### config.mk
export PLATFORM = sky130hd
export DESIGN_NAME = ex_mem_data_stage
export DESIGN_NICKNAME = d
export VERILOG_FILES = /design/src/rtl/ex_mem_pkg.sv /design/src/rtl/ex_mem_chan_sel.sv /design/src/rtl/ex_mem_data_stage.sv
export SDC_FILE = /design/constraint.sdc
export NUM_CORES = 1
export LEC_CHECK = 0
export CAP_MARGIN = 25
export CORE_MARGIN = 2
export CORE_UTILIZATION = 41
export DETAILED_ROUTE_END_ITERATION = 8
export PLACE_DENSITY = 0.85
export SLEW_MARGIN = 20
export SYNTH_ARGS = -nofsm -noshare
export SYNTH_HDL_FRONTEND = slang
export SYNTH_HIERARCHICAL = 1
export SYNTH_SLANG_ARGS = --single-unit
### constraint.sdc
create_clock -name clock -period 3.4 [get_ports clock]
set_input_delay 1.02 -clock clock [delete_from_list [all_inputs] [get_ports clock]]
set_output_delay 1.02 -clock clock [all_outputs]
set_load 0.01 [all_outputs]
### src/rtl/ex_mem_pkg.sv
// Shared constants for the EX/MEM data stage: default channel geometry
// and the per-channel select encodings.
package ex_mem_pkg;

  localparam int DEF_DATA_W = 8;
  localparam int DEF_NUM_CH = 2;

  // Select encodings: which source feeds a channel of the stage register
  localparam logic SEL_IDEX = 1'b0;
  localparam logic SEL_ALU  = 1'b1;

  // Bit offset of channel idx inside a packed multi-channel bus
  function automatic int chan_lsb(input int idx, input int data_w);
    return idx * data_w;
  endfunction

endpackage

### src/rtl/ex_mem_chan_sel.sv
// One channel of the EX/MEM data select: picks the ALU result or the
// ID/EX register value for a single DATA_W-wide channel.
module ex_mem_chan_sel
  import ex_mem_pkg::*;
#(
  parameter int DATA_W = DEF_DATA_W
) (
  input  logic              sel,
  input  logic [DATA_W-1:0] id_ex_data,
  input  logic [DATA_W-1:0] alu_res,
  output logic [DATA_W-1:0] data
);

  // 2:1 source select for this channel
  always_comb begin
    data = id_ex_data;
    if (sel == SEL_ALU) begin
      data = alu_res;
    end else begin
      data = id_ex_data;
    end
  end

endmodule

### src/rtl/ex_mem_data_stage.sv
// EX/MEM data stage: captures per-channel selected data into a registered
// valid/ready pipeline stage.
// Build option: define EX_MEM_SKID_BUF_EN to add a one-entry skid buffer so
// in_ready comes purely from a register (max occupancy 2). Without it the
// stage is a single output register whose in_ready depends on out_ready.
module ex_mem_data_stage
  import ex_mem_pkg::*;
#(
  parameter int DATA_W = DEF_DATA_W,
  parameter int NUM_CH = DEF_NUM_CH
) (
  input  logic                     clock,
  input  logic                     reset_n,
  input  logic                     flush,
  input  logic                     in_valid,
  output logic                     in_ready,
  input  logic [NUM_CH-1:0]        sel,
  input  logic [NUM_CH*DATA_W-1:0] id_ex_data,
  input  logic [NUM_CH*DATA_W-1:0] alu_res,
  output logic                     out_valid,
  input  logic                     out_ready,
  output logic [NUM_CH*DATA_W-1:0] out_data,
  output logic [NUM_CH-1:0]        out_sel
);

  logic [NUM_CH*DATA_W-1:0] sel_data;
  logic                     out_valid_r;
  logic [NUM_CH*DATA_W-1:0] out_data_r;
  logic [NUM_CH-1:0]        out_sel_r;
  logic                     accept;

  for (genvar i = 0; i < NUM_CH; i++) begin : g_chan
    ex_mem_chan_sel #(.DATA_W(DATA_W)) u_chan_sel (
      .sel        (sel[i]),
      .id_ex_data (id_ex_data[chan_lsb(i, DATA_W) +: DATA_W]),
      .alu_res    (alu_res[chan_lsb(i, DATA_W) +: DATA_W]),
      .data       (sel_data[chan_lsb(i, DATA_W) +: DATA_W])
    );
  end

`ifdef EX_MEM_SKID_BUF_EN
  logic                     skid_valid_r;
  logic [NUM_CH*DATA_W-1:0] skid_data_r;
  logic [NUM_CH-1:0]        skid_sel_r;

  // Ready only depends on skid occupancy, so it never combinationally follows out_ready
  assign in_ready = !skid_valid_r;
  assign accept   = in_valid && !skid_valid_r;

  // Output slot refills from skid first (keeps order); stalled accepts park in skid
  always_ff @(posedge clock or negedge reset_n) begin
    if (!reset_n) begin
      out_valid_r  <= 1'b0;
      out_data_r   <= '0;
      out_sel_r    <= '0;
      skid_valid_r <= 1'b0;
      skid_data_r  <= '0;
      skid_sel_r   <= '0;
    end else if (flush) begin
      out_valid_r  <= 1'b0;
      skid_valid_r <= 1'b0;
    end else if (!out_valid_r || out_ready) begin
      if (skid_valid_r) begin
        out_data_r   <= skid_data_r;
        out_sel_r    <= skid_sel_r;
        out_valid_r  <= 1'b1;
        skid_valid_r <= 1'b0;
      end else if (accept) begin
        out_data_r  <= sel_data;
        out_sel_r   <= sel;
        out_valid_r <= 1'b1;
      end else begin
        out_valid_r <= 1'b0;
      end
    end else if (accept) begin
      skid_data_r  <= sel_data;
      skid_sel_r   <= sel;
      skid_valid_r <= 1'b1;
    end
  end
`else
  // Accept whenever the output register is empty or retiring this cycle
  assign in_ready = !out_valid_r || out_ready;
  assign accept   = in_valid && in_ready;

  // Single output register: load on accept, drop valid on retire, flush clears valid only
  always_ff @(posedge clock or negedge reset_n) begin
    if (!reset_n) begin
      out_valid_r <= 1'b0;
      out_data_r  <= '0;
      out_sel_r   <= '0;
    end else if (flush) begin
      out_valid_r <= 1'b0;
    end else if (accept) begin
      out_data_r  <= sel_data;
      out_sel_r   <= sel;
      out_valid_r <= 1'b1;
    end else if (out_ready) begin
      out_valid_r <= 1'b0;
    end
  end
`endif

  assign out_valid = out_valid_r;
  assign out_data  = out_data_r;
  assign out_sel   = out_sel_r;

endmodule
## Word-level counts from Yosys, hierarchy flattened

Cells that the tools add are included.

- Bitwise gates (word level): 1
- Mux-type cells: 5
- Reduce and logical (&&, ||, !) cells: 5

Operators with widths:

| operator | number |
|---|---|
| 2-to-1 mux 8 bit | 2 |
| 2-to-1 mux 1 bit | 3 |
| nonzero test 3 bit | 1 |
| AND reduction 2 bit | 1 |
| logical AND 1 bit | 1 |
| zero test 1 bit | 1 |
| logical OR 1 bit | 1 |
| inverter 1 bit | 1 |

- Flip-flop bits (word level): 19
- Logic and storage cells: 14

## Longest topological paths before layout

Gate-level depths: netlist (run 1).

- Depth after elaboration: 5
- Mapped depth: 5

## By module

Netlist (run 1), hierarchy kept.

By module, submodules not included:

| module | cells each | area each (um^2) | seq. area each (um^2) | times used |
|---|---|---|---|---|
| ex_mem_data_stage | 44 | 784.5 | 475.5 | 1 |
| ex_mem_chan_sel | 9 | 131.4 | 0.0 | 2 |

## Worst setup path before layout (run 1)

OpenSTA, ideal clock, no wires.

- Path kind: input-to-output
- From: input port out_ready
- To: output port in_ready
- Path buffers: 0
- Required time: 2.380 ns
- Stages: 2
- Data arrival time: 1.202 ns
- Slack: 1.178 ns
- Path through: nor2b_4 -> inv_1

- Word-level cells in the longest chain between the ends: 1

Ends and longest elaborated chain:

| element | line | source |
|---|---|---|
| start: declaration | ex_mem_data_stage.sv:21 | `input logic out_ready,` |
| logical OR 1 bit | ex_mem_data_stage.sv:83 | `assign in_ready = !out_valid_r \|\| out_ready;` |
| end: declaration | ex_mem_data_stage.sv:16 | `output logic in_ready,` |

No other way between the ends.

## Final worst setup path (run 1)

Ends and elaborated chain as after synthesis.

==> results of run 1 <==
## synth_stat cells
| library cell | instances | share of area [%] |
|---|---|---|
| buf_6 | 3 | 3.2 |
| inv_1 | 1 | 0.36 |
| nor2_1 | 2 | 0.72 |
| dfrtp_1 | 19 | 45 |
| mux2_4 | 26 | 37 |
| mux2_2 | 8 | 8.6 |
| buf_12 | 1 | 1.9 |
| nor3b_2 | 1 | 1.2 |
| nor2b_4 | 1 | 1.3 |
## final timing paths
path	startpoint	end	slack [ns]	cells past startpoint
max	out_ready	in_ready	0.22	4
min	out_data[9]$_DFFE_PN0P_	out_data[9]$_DFFE_PN0P_	0.51	1
max reg2reg	out_valid$_DFFE_PN0P_	out_sel[1]$_DFFE_PN0P_	1.92	4
min reg2reg	out_data[9]$_DFFE_PN0P_	out_data[9]$_DFFE_PN0P_	0.51	1
max in group asynchronous	reset_n	out_data[11]$_DFFE_PN0P_	1.71	1
min in group asynchronous	reset_n	out_data[13]$_DFFE_PN0P_	1.19	1
## layout by cell type, fill, tap and decap left out
cell | synthesis | layout
buf_4 | 0 | 1
clkdlybuf4s50_1 | 0 | 58
inv_1 | 1 | 1
mux2_4 | 26 | 26
mux2_2 | 8 | 8
nor2b_4 | 1 | 1
nor2_1 | 2 | 2
clkbuf_4 | 0 | 3
clkbuf_1 | 0 | 1
nor3b_4 | 0 | 1
dfrtp_1 | 19 | 19
## registers in the layout, indices dropped and copies added, names as in the netlist
register   flops
out_data      16
out_sel        2
out_valid      1
## kinds of logic (layout without fill, tap and decap cells)
group	count (synthesis)	count (layout)
DFF	19	19
and+or+nand+nor	4	4
muxes	34	34
buffers and inverters	5	64
## per-layer routing
layer / GRT usage [%] / routed length (um) / up-vias
met3: 3.28 / 256 / 0
met2: 26.3 / 962 / 46
met4: 5.00 / 0 / 0
met1: 16.5 / 774 / 318
li1: - / - / 339
met5: 0 / 0 / -
## cell type report
class	instances	area, um2	area share (%)
clock buffer	4	26.3	1.59
inverter	1	3.75	0.227
multi-input combinational	38	520	31.5
sequential	19	475	28.8
tap	30	37.5	2.27
timing repair buffer	59	588	35.6
## power groups by stage
stage / Combinational [mW] / Clock, mW / Sequential [mW]
6_report: 0.254 / 0.105 / 0.290
5_1_grt: 0.270 / 0.126 / 0.295
4_1_cts: 0.257 / 0.113 / 0.291
3_5_place_dp: 0.257 / 0 / 0.294
3_3_place_gp: 0.252 / 0 / 0.293
2_1_floorplan: 0.0952 / 0 / 0.313
## stage by stage
step	hold slack (ns)	setup slack (ns)	cells	total power [mW]	utilization (%)
final	0.513	0.221	151	0.648	67.3
after global routing	0.531	0.165	151	0.692	67.3
after CTS	0.519	0.206	151	0.661	67.3
after detailed placement	0.495	0.206	147	0.550	66.2
after global placement	0.489	0.233	147	0.545	66.2
after floorplan	0.551	1.18	62	0.409	-
==> impl_metrics.csv, run 1 <==
group,metric,value,unit
power,p_comb_share,39.2,%
timing,maxSlewHeadroom,46.8,%
global_route,grt_pass1_vias,735,
floorplan,rows,18,
floorplan,die_height,54.5,um
route,vias,703,
worst_setup_path,path_cells,"clkdlybuf4s50_1, nor2b_4, inv_1, clkdlybuf4s50_1",
place,dpl_cell_area,0.00163,mm2
floorplan,core-area,0.00245,mm2
timing,slew_viol_final,0,
worst_setup_path,critPathTopFamily,"buffers and inverters",
layout,num-nets-final,161,
synth,synth-simple-area-share,3.23,%
timing,fin_skew,0.00763,ns
worst_setup_path,arrival,2.16,ns
worst_setup_path,path_buf_inv,3,
layout,final_cell_area,0.00165,mm2
timing,clock.fmax,315,MHz
place,io_buffers,58,
synth,synth_compound_area_share,0,%
power,power_frac_seq,44.7,%
timing,finalCritPeriodShare,93.5,%
clock_network,insertion_delay,0.28,ns
global_route,grt_pass1_wl,3020,um
floorplan,die-area,0.00297,mm2
worst_setup_path,critical_path_class,"in -> out",
route,routedWlPerCell,13.2,um
global_route,grt_usage,14.5,%
timing,finalSetupViolCount,0,
synth,syn_inst,62,
floorplan,die_x,54.5,um
worst_setup_path,slowest_delay,0.52,ns
synth,yosys_warnings,6,
timing,tns,0,ns
clock_network,cts_tree,"done",
worst_setup_path,crit_path_end_kind,"primary output",
clock_network,clk_pin_slew,0.09,ns
worst_setup_path,critPathSlowestCell,"clkdlybuf4s50_1",
clock_network,htree_levels,1,
hold_path,hold_class,"reg -> reg",
layout,nFillCells,197,
place,hpwl,1640,um
synth,avgSynthCellArea,16.9,um2
power,ir_drop,267,uV
place,gp_congestion,0.591,
synth,synth_cell_types,9,
worst_setup_path,startpoint_type,"input pin",
synth,synth_top_family_by_area,"multiplexers",
route,drcViolationCount,0,
route,dr.first_iter.drc_count,0,
power,power_density,392,mW/mm2
global_route,grt_max_degree,20,
route,antenna_left,0,
global_route,globalRouteOverflowTotal,0,
power,p_clk_share,16.1,%
run,maxCapViolCount,0,
layout,antenna_cells,0,
synth,synthMuxAreaShare,45.9,%
clock_network,cts_max_path_buffers,2,
clock_network,clkSinkCount,19,
power,p_switching,0.155,mW
power,p_int,0.493,mW
clock_network,cts_resized,0,
timing,finalHoldViolCount,0,
route,wl,1990,um
layout,drive_gt1_share,33.1,%
power,p_leak,0.722,nW
power,switching_share,23.9,%
synth,synth_area,0.00105,mm2
timing,worst_pin_slew,0.796,ns
clock_network,cts_buffers,3,
clock_network,holdBufCountCts,0,
synth,synthXorXnorAreaFrac,0,%
timing,fin_crit,3.18,ns
clock_network,cts_setup_buffers,0,
worst_setup_path,cp.required,2.38,ns
floorplan,ioPinCount,59,
floorplan,start_util,42.7,%
timing,rsz0062_at_grt,"false",
worst_setup_path,crit_fanout,3,
worst_setup_path,crit_top_cell,"clkdlybuf4s50_1",
global_route,antenna_found_initial,0,
synth,synth-seq-cells,19,
synth,ys_seq_area_share,45.4,%
synth,synth_adder_area_share,0,%
outcome,outcome,"completed",
synth,syn_nets,101,
route,vias_per_cell,4.66,
clock_network,clockRootBuffer,"clkbuf_4",
layout,syn_to_final_growth,57.7,%
route,dr.pass1.iters,1,
Power figures use the tool's default switching activity.
==> inputs of run 2 (changes only) <==
--- a/config.mk
+++ b/config.mk
@@ -5,11 +5,13 @@
 export SDC_FILE = /design/constraint.sdc
 export NUM_CORES = 1
 export LEC_CHECK = 0
+export ABC_AREA = 1
 export CAP_MARGIN = 25
 export CORE_MARGIN = 2
-export CORE_UTILIZATION = 41
+export CORE_UTILIZATION = 39
 export DETAILED_ROUTE_END_ITERATION = 8
-export PLACE_DENSITY = 0.85
+export PLACE_DENSITY = 0.83
+export SETUP_SLACK_MARGIN = 0.15
 export SLEW_MARGIN = 20
 export SYNTH_ARGS = -nofsm -noshare
 export SYNTH_HDL_FRONTEND = slang
==> run 2 against run 1 <==
  * Clock-buffer cell count did not move
  * Core utilization fell by 2.4 points
  * Clock power rose by 5%
  * Sequential cell count did not move
  * Critical path depth did not move
  * Clock skew fell by 0.0057 ns
  * Worst hold slack got worse by 0.035 ns
  * Sequential power fell by 4%
  * Largest cell class unchanged
  * Largest power group unchanged
==> impl_metrics.csv, run 2 <==
group,metric,value,unit
outcome,outcome,"completed",
clock_network,holdBufCountCts,0,
worst_setup_path,crit_path_end_kind,"primary output",
timing,worst_pin_slew,0.787,ns
timing,rsz0062_at_grt,"false",
hold_path,min_from,"out_data[14]$_DFFE_PN0P_",
worst_setup_path,r2r_slack,2.18,ns
floorplan,die-area,0.00293,mm2
clock_network,clk_pin_slew,0.10,ns
route,vias_per_cell,4.64,
global_route,grt_pass1_wl,4070,um
hold_path,whs_endpoint,"out_data[14]$_DFFE_PN0P_",
timing,clock.fmax,316,MHz
power,ir_drop,210,uV
timing,tns,0,ns
route,wl,2610,um
worst_setup_path,arrival,2.14,ns
synth,synth.top_cell.area_share,48.6,%
power,p_leak,0.802,nW
synth,yosys_warnings,6,
hold_path,hold_class,"reg -> reg",
clock_network,cts_resized,0,
synth,synth_area,978,um2
place,hpwl,2110,um
synth,synth_edf_count,0,
timing,fin_crit,3.16,ns
route,drcViolationCount,0,
floorplan,core-area,0.00243,mm2
clock_network,cts_max_path_buffers,2,
timing,slew_viol_final,0,
layout,final_cell_area,0.00158,mm2
layout,largest_register_ffs,16,
place,dpl_cell_area,0.00155,mm2
synth,syn_nets,174,
timing,fin_skew,0.00196,ns
floorplan,ioPinCount,59,
layout,utilization,64.9,%
worst_setup_path,cp.required,2.38,ns
global_route,grt_usage,19.5,%
route,vias,1030,
synth,synth-seq-cells,19,
power,power_density,373,mW/mm2
worst_setup_path,rr_startpoint,"out_valid$_DFFE_PN0P_",
place,io_buffers,58,
synth,ys_top_cells_by_count,"85 x nand2_1, 19 x dfrtp_1, 18 x nand3_1, 3 x buf_6, 3 x inv_2",
route,dr.pass1.iters,4,
timing,finalSetupViolCount,0,
layout,final_common_cell,"nand2_1",
worst_setup_path,crit_fanout,2,
timing,finalHoldViolCount,0,
synth,async_flop_share,100,%
synth,synth.most_common_cell,"nand2_1",
route,routedWlPerCell,11.7,um
timing,finalCritPeriodShare,93.1,%
layout,syn_to_final_growth,61.4,%
worst_setup_path,r2r_end,"out_sel[0]$_DFFE_PN0P_",
clock_network,insertion_delay,0.29,ns
global_route,globalRouteOverflowTotal,0,
timing,hold_slack,0.478,ns
layout,antenna_cells,0,
clock_network,clkSinkCount,19,
layout,num-nets-final,232,
worst_setup_path,startpoint,"out_ready",
route,dr.first_iter.drc_count,17,
place,gp_congestion,0.826,
worst_setup_path,r2r_cells,5,
synth,syn_inst,135,
timing,maxSlewHeadroom,47.4,%
layout,drive_gt1_share,4.69,%
synth,synthTopCellsByArea,"dfrtp_1 49%, nand2_1 33%, nand3_1 9.2%",
synth,synth_cell_types,11,
synth,synth_flop_cell,"dfrtp_1",
clock_network,cts_setup_buffers,0,
floorplan,die_x,54.1,um
worst_setup_path,startpoint_type,"input pin",
floorplan,rows,18,
clock_network,clockRootBuffer,"clkbuf_4",
route,antenna_left,0,
place,dp_cells,218,
layout,final_cell_mix,"85 x nand2_1, 58 x clkdlybuf4s50_1, 19 x dfrtp_1",
synth,synth_area_leader_cell,"dfrtp_1",
global_route,antenna_found_initial,0,
clock_network,cts_buffers,3,
hold_path,hold_depth,2,
global_route,grt_max_degree,21,
clock_network,cts_tree,"done",
clock_network,htree_levels,1,
global_route,grt_pass1_vias,965,
worst_setup_path,critical_path_class,"in -> out",
floorplan,start_util,40.2,%
run,maxCapViolCount,0,
synth,ys_seq_area_share,48.6,%
layout,stdcell_count,222,
synth,avgSynthCellArea,7.25,um2
floorplan,die_height,54.1,um
-- run 2: cell count changes after synthesis, sizes merged --
| cell | delta |
|---|---|
| a21oi | +1 |
| buf | +2 |
| inv | +3 |
| mux2 | -34 |
| nand2 | +86 |
| nand3 | +18 |
| nor2 | -1 |
| nor2b | -1 |
| nor3b | -1 |
-- run 2: kinds of logic after synthesis --
group | count (synthesis) | synth area share [%]
simple gates | 105 | 44.1
compound gates | 1 | 0.511
flops | 19 | 48.6
buf+inv | 10 | 6.78
-- run 2: per-layer routing --
layer  track usage, %  share of wire [%]
met4             11.7                3.3
met2             33.9                 51
met3             3.06                3.8
met5                0                  0
met1             22.4                 42
-- run 2: layout make-up --
cell class,instances,area (um2)
Tap cell,30,37.5
Inverter,4,15.0
Multi-Input combinational cell,106,437
Fill cell,219,853
Sequential cell,19,475
Timing Repair Buffer,59,588
Clock buffer,4,26.3
-- run 2: critical path, cell delays in order --
cell and delay, ns:
clkdlybuf4s50_1 0.45, inv_1 0.03, nand2_1 0.09, clkdlybuf4s50_1 0.55
-- run 2: how the worst max path moves through the flow --
stage               endpoint  slack (ns)  cells after the start
finish              in_ready        0.24                      4
global route        in_ready        0.18                      4
CTS                 in_ready        0.23                      4
detailed placement  in_ready        0.23                      4
global placement    in_ready        0.23                      4
floorplan           in_ready        1.01                      3
-- run 2: metrics by stage --
stage,power (mW),setup WS [ns]
final,0.589,0.236
after detailed placement,0.485,0.233
after global placement,0.480,0.227
after floorplan,0.357,1.01
after CTS,0.595,0.225
after global routing,0.624,0.181
-- run 2: where the power goes --
part | internal (mW) | total (mW) | leakage, nW | switching [mW]
Combinational | 0.117 | 0.202 | 0.549 | 0.0843
Sequential | 0.259 | 0.277 | 0.238 | 0.0177
Clock | 0.0457 | 0.110 | 0.0150 | 0.0643
==> inputs of run 3 (changes only) <==
--- a/config.mk
+++ b/config.mk
@@ -8,12 +8,11 @@
 export ABC_AREA = 1
 export CAP_MARGIN = 25
 export CORE_MARGIN = 2
-export CORE_UTILIZATION = 39
+export CORE_UTILIZATION = 40
 export DETAILED_ROUTE_END_ITERATION = 8
-export PLACE_DENSITY = 0.83
+export PLACE_DENSITY = 0.85
 export SETUP_SLACK_MARGIN = 0.15
 export SLEW_MARGIN = 20
 export SYNTH_ARGS = -nofsm -noshare
 export SYNTH_HDL_FRONTEND = slang
-export SYNTH_HIERARCHICAL = 1
 export SYNTH_SLANG_ARGS = --single-unit
==> run 3 against run 2 <==
  * Worst hold slack improved by 0.00064 ns
  * Sequential power about the same
  * Critical path depth is the same
  * Maximum frequency about the same
  * Largest cell class unchanged
  * Worst setup slack improved by 0.0010 ns
  * Non-clock buffer count did not move
==> impl_metrics.csv, run 3 <==
group,metric,value,unit
outcome,outcome,"completed",
global_route,grt_usage,18.2,%
global_route,grt_pass1_vias,933,
clock_network,insertion_delay,0.29,ns
clock_network,holdBufCountCts,0,
power,p_comb_share,34.1,%
synth,synth_cell_types,13,
timing,finalCritPeriodShare,93.0,%
global_route,grt_max_degree,20,
timing,fin_crit,3.16,ns
timing,rsz0062_at_grt,"false",
worst_setup_path,slowest_delay,0.53,ns
power,p_leak,0.812,nW
timing,worst_pin_slew,0.826,ns
worst_setup_path,rr_startpoint,"out_valid$_DFFE_PN0P_",
clock_network,htree_levels,1,
synth,synth_flop_cell,"dfrtp_1",
floorplan,start_util,41.1,%
global_route,globalRouteOverflowTotal,0,
synth,avgSynthCellArea,7.24,um2
timing,finalSetupViolCount,0,
power,power_density,370,mW/mm2
worst_setup_path,critPathSlowestCell,"clkdlybuf4s50_1",
route,antenna_left,0,
worst_setup_path,r2r_slack,2.33,ns
worst_setup_path,crit_end,"in_ready",
synth,ys_seq_area_share,47.6,%
layout,drive_gt1_share,5.13,%
clock_network,clk_pin_slew,0.10,ns
layout,num-nets-final,235,
power,p_switching,0.167,mW
synth,ys_top_cells_by_count,"68 x nand2_1, 19 x dfrtp_1, 19 x inv_1, 14 x o21ai_0",
hold_path,hold_class,"reg -> reg",
worst_setup_path,path_cells,"clkdlybuf4s50_1, inv_1, nand2_2, clkdlybuf4s50_1",
synth,syn_nets,177,
clock_network,cts_buffers,3,
timing,tns,0,ns
route,vias_per_cell,4.38,
layout,antenna_cells,0,
floorplan,die-area,0.00291,mm2
timing,clock.fmax,316,MHz
power,p_int,0.425,mW
worst_setup_path,crit_top_cell,"clkdlybuf4s50_1",
clock_network,cts_tree,"done",
worst_setup_path,startpoint,"out_ready",
worst_setup_path,startpoint_type,"input pin",
synth,synth.top_cell.area_share,47.6,%
global_route,global_route.usage.met3,2.78,%
place,hpwl,1840,um
synth,yosys_warnings,0,
timing,fin_skew,0.000900,ns
floorplan,core-area,0.00243,mm2
power,switching_share,28.2,%
global_route,grtUsageMet1,20.9,%
clock_network,clkSinkCount,19,
timing,maxSlewHeadroom,44.7,%
global_route,use_met2,33.5,%
route,routedWlPerCell,10.7,um
power,p_total,0.592,mW
worst_setup_path,crit_path_end_kind,"primary output",
route,dr.pass1.iters,4,
floorplan,die_x,54.0,um
route,vias,986,
synth,synth_area_leader_cell,"dfrtp_1",
worst_setup_path,r2r_cells,5,
power,power_frac_seq,46.9,%
clock_network,cts_setup_buffers,0,
worst_setup_path,cp.required,2.38,ns
synth,synth-seq-cells,19,
synth,syn_inst,138,
global_route,grt.busiest_layer,"met2",
run,maxCapViolCount,0,
floorplan,rows,18,
worst_setup_path,arrival,2.14,ns
layout,final_cell_mix,"68 x nand2_1, 58 x clkdlybuf4s50_1, 19 x inv_1, 19 x dfrtp_1, 14 x o21ai_0",
layout,multi_input_area,400,um2
power,p_clk_share,19.0,%
timing,finalHoldViolCount,0,
layout,largest_register_ffs,16,
synth,synth_area,1000,um2
synth,synth_edf_count,0,
floorplan,die_height,54.0,um
worst_setup_path,r2r_end,"out_data[3]$_DFFE_PN0P_",
floorplan,ioPinCount,59,
route,drcViolationCount,0,
timing,slew_viol_final,0,
route,dr.first_iter.drc_count,11,
synth,synth.most_common_cell,"nand2_1",
synth,synthTopCellsByArea,"dfrtp_1 48%, nand2_1 26%, inv_1 7.1%",
place,gp_congestion,0.690,
place,io_buffers,58,
worst_setup_path,crit_fanout,2,
global_route,grt_pass1_wl,3840,um
power,ir_drop,326,uV
clock_network,cts_max_path_buffers,2,
route,wl,2400,um
layout,seq_area,475,um2
layout,final_common_cell,"nand2_1",
global_route,antenna_found_initial,0,
layout,syn_to_final_growth,60.3,%
synth,async_flop_share,100,%
clock_network,clockRootBuffer,"clkbuf_4",
clock_network,cts_resized,0,
worst_setup_path,critical_path_class,"in -> out",
layout,nFillCells,220,
[run 3: cell count changes after synthesis, sizes merged]
cell   before  now
o21ai       0   17
nand2      86   71
nor2        1    3
nand3      18    2
a21oi       1    0
inv         4   20
[run 3: critical path, delay by kind of cell]
family | cells | cell delay [ns]
buf+inv | 3 | 1.07
simple gates | 1 | 0.06
[run 3: stage by stage]
step / hold WS [ns] / std cells / utilization, % / area [um2] / worst slack (ns)
final: 0.479 / 225 / 65.9 / 1600 / 0.237
after global routing: 0.506 / 225 / 65.9 / 1600 / 0.178
after CTS: 0.484 / 225 / 65.9 / 1600 / 0.231
after detailed placement: 0.457 / 221 / 64.8 / 1580 / 0.240
after global placement: 0.457 / 221 / 64.8 / 1580 / 0.262
after floorplan: 0.506 / 138 / - / 1000 / 1.21
[run 3: kinds of logic (layout without fill, tap and decap cells)]
logic type / count (synthesis) / count (layout) / share of synthesized area, %
DFF: 19 / 19 / 47.6
and+or+nand+nor: 76 / 76 / 31.5
buffers and inverters: 26 / 83 / 12.4
AOI/OAI and AO/OA: 17 / 17 / 8.51
[run 3: how the worst min path moves through the flow]
stage,startpoint,end,cells after the start
after global routing,out_sel[0]$_DFFE_PN0P_,out_sel[0]$_DFFE_PN0P_,2
after CTS,out_sel[0]$_DFFE_PN0P_,out_sel[0]$_DFFE_PN0P_,2
after floorplan,out_sel[0]$_DFFE_PN0P_,out_sel[0]$_DFFE_PN0P_,2
after global placement,out_sel[0]$_DFFE_PN0P_,out_sel[0]$_DFFE_PN0P_,2
after detailed placement,out_sel[0]$_DFFE_PN0P_,out_sel[0]$_DFFE_PN0P_,2
final,out_sel[0]$_DFFE_PN0P_,out_sel[0]$_DFFE_PN0P_,2
[run 3: layout make-up]
cell class	count	area share, %
Tap cell	30	2.34
Inverter	20	4.68
Timing Repair Buffer	59	36.7
Multi-Input combinational cell	93	25.0
Sequential cell	19	29.7
Clock buffer	4	1.64
[run 3: metal layers]
layer  share of wire, %  vias up  wire length, um
met1                 41      435              983
met4               0.33        0                8
met3                5.0        2              120
met5                  0        -                0
li1                   -      523                -
met2                 54       26             1290
[run 3: power by group through the flow]
| stage | combinational (mW) | sequential [mW] | clock, mW |
|---|---|---|---|
| floorplan | 0.0602 | 0.299 | 0 |
| global placement | 0.200 | 0.281 | 0 |
| detailed placement | 0.204 | 0.282 | 0 |
| CTS | 0.205 | 0.278 | 0.119 |
| global route | 0.223 | 0.282 | 0.132 |
| finish | 0.202 | 0.278 | 0.112 |
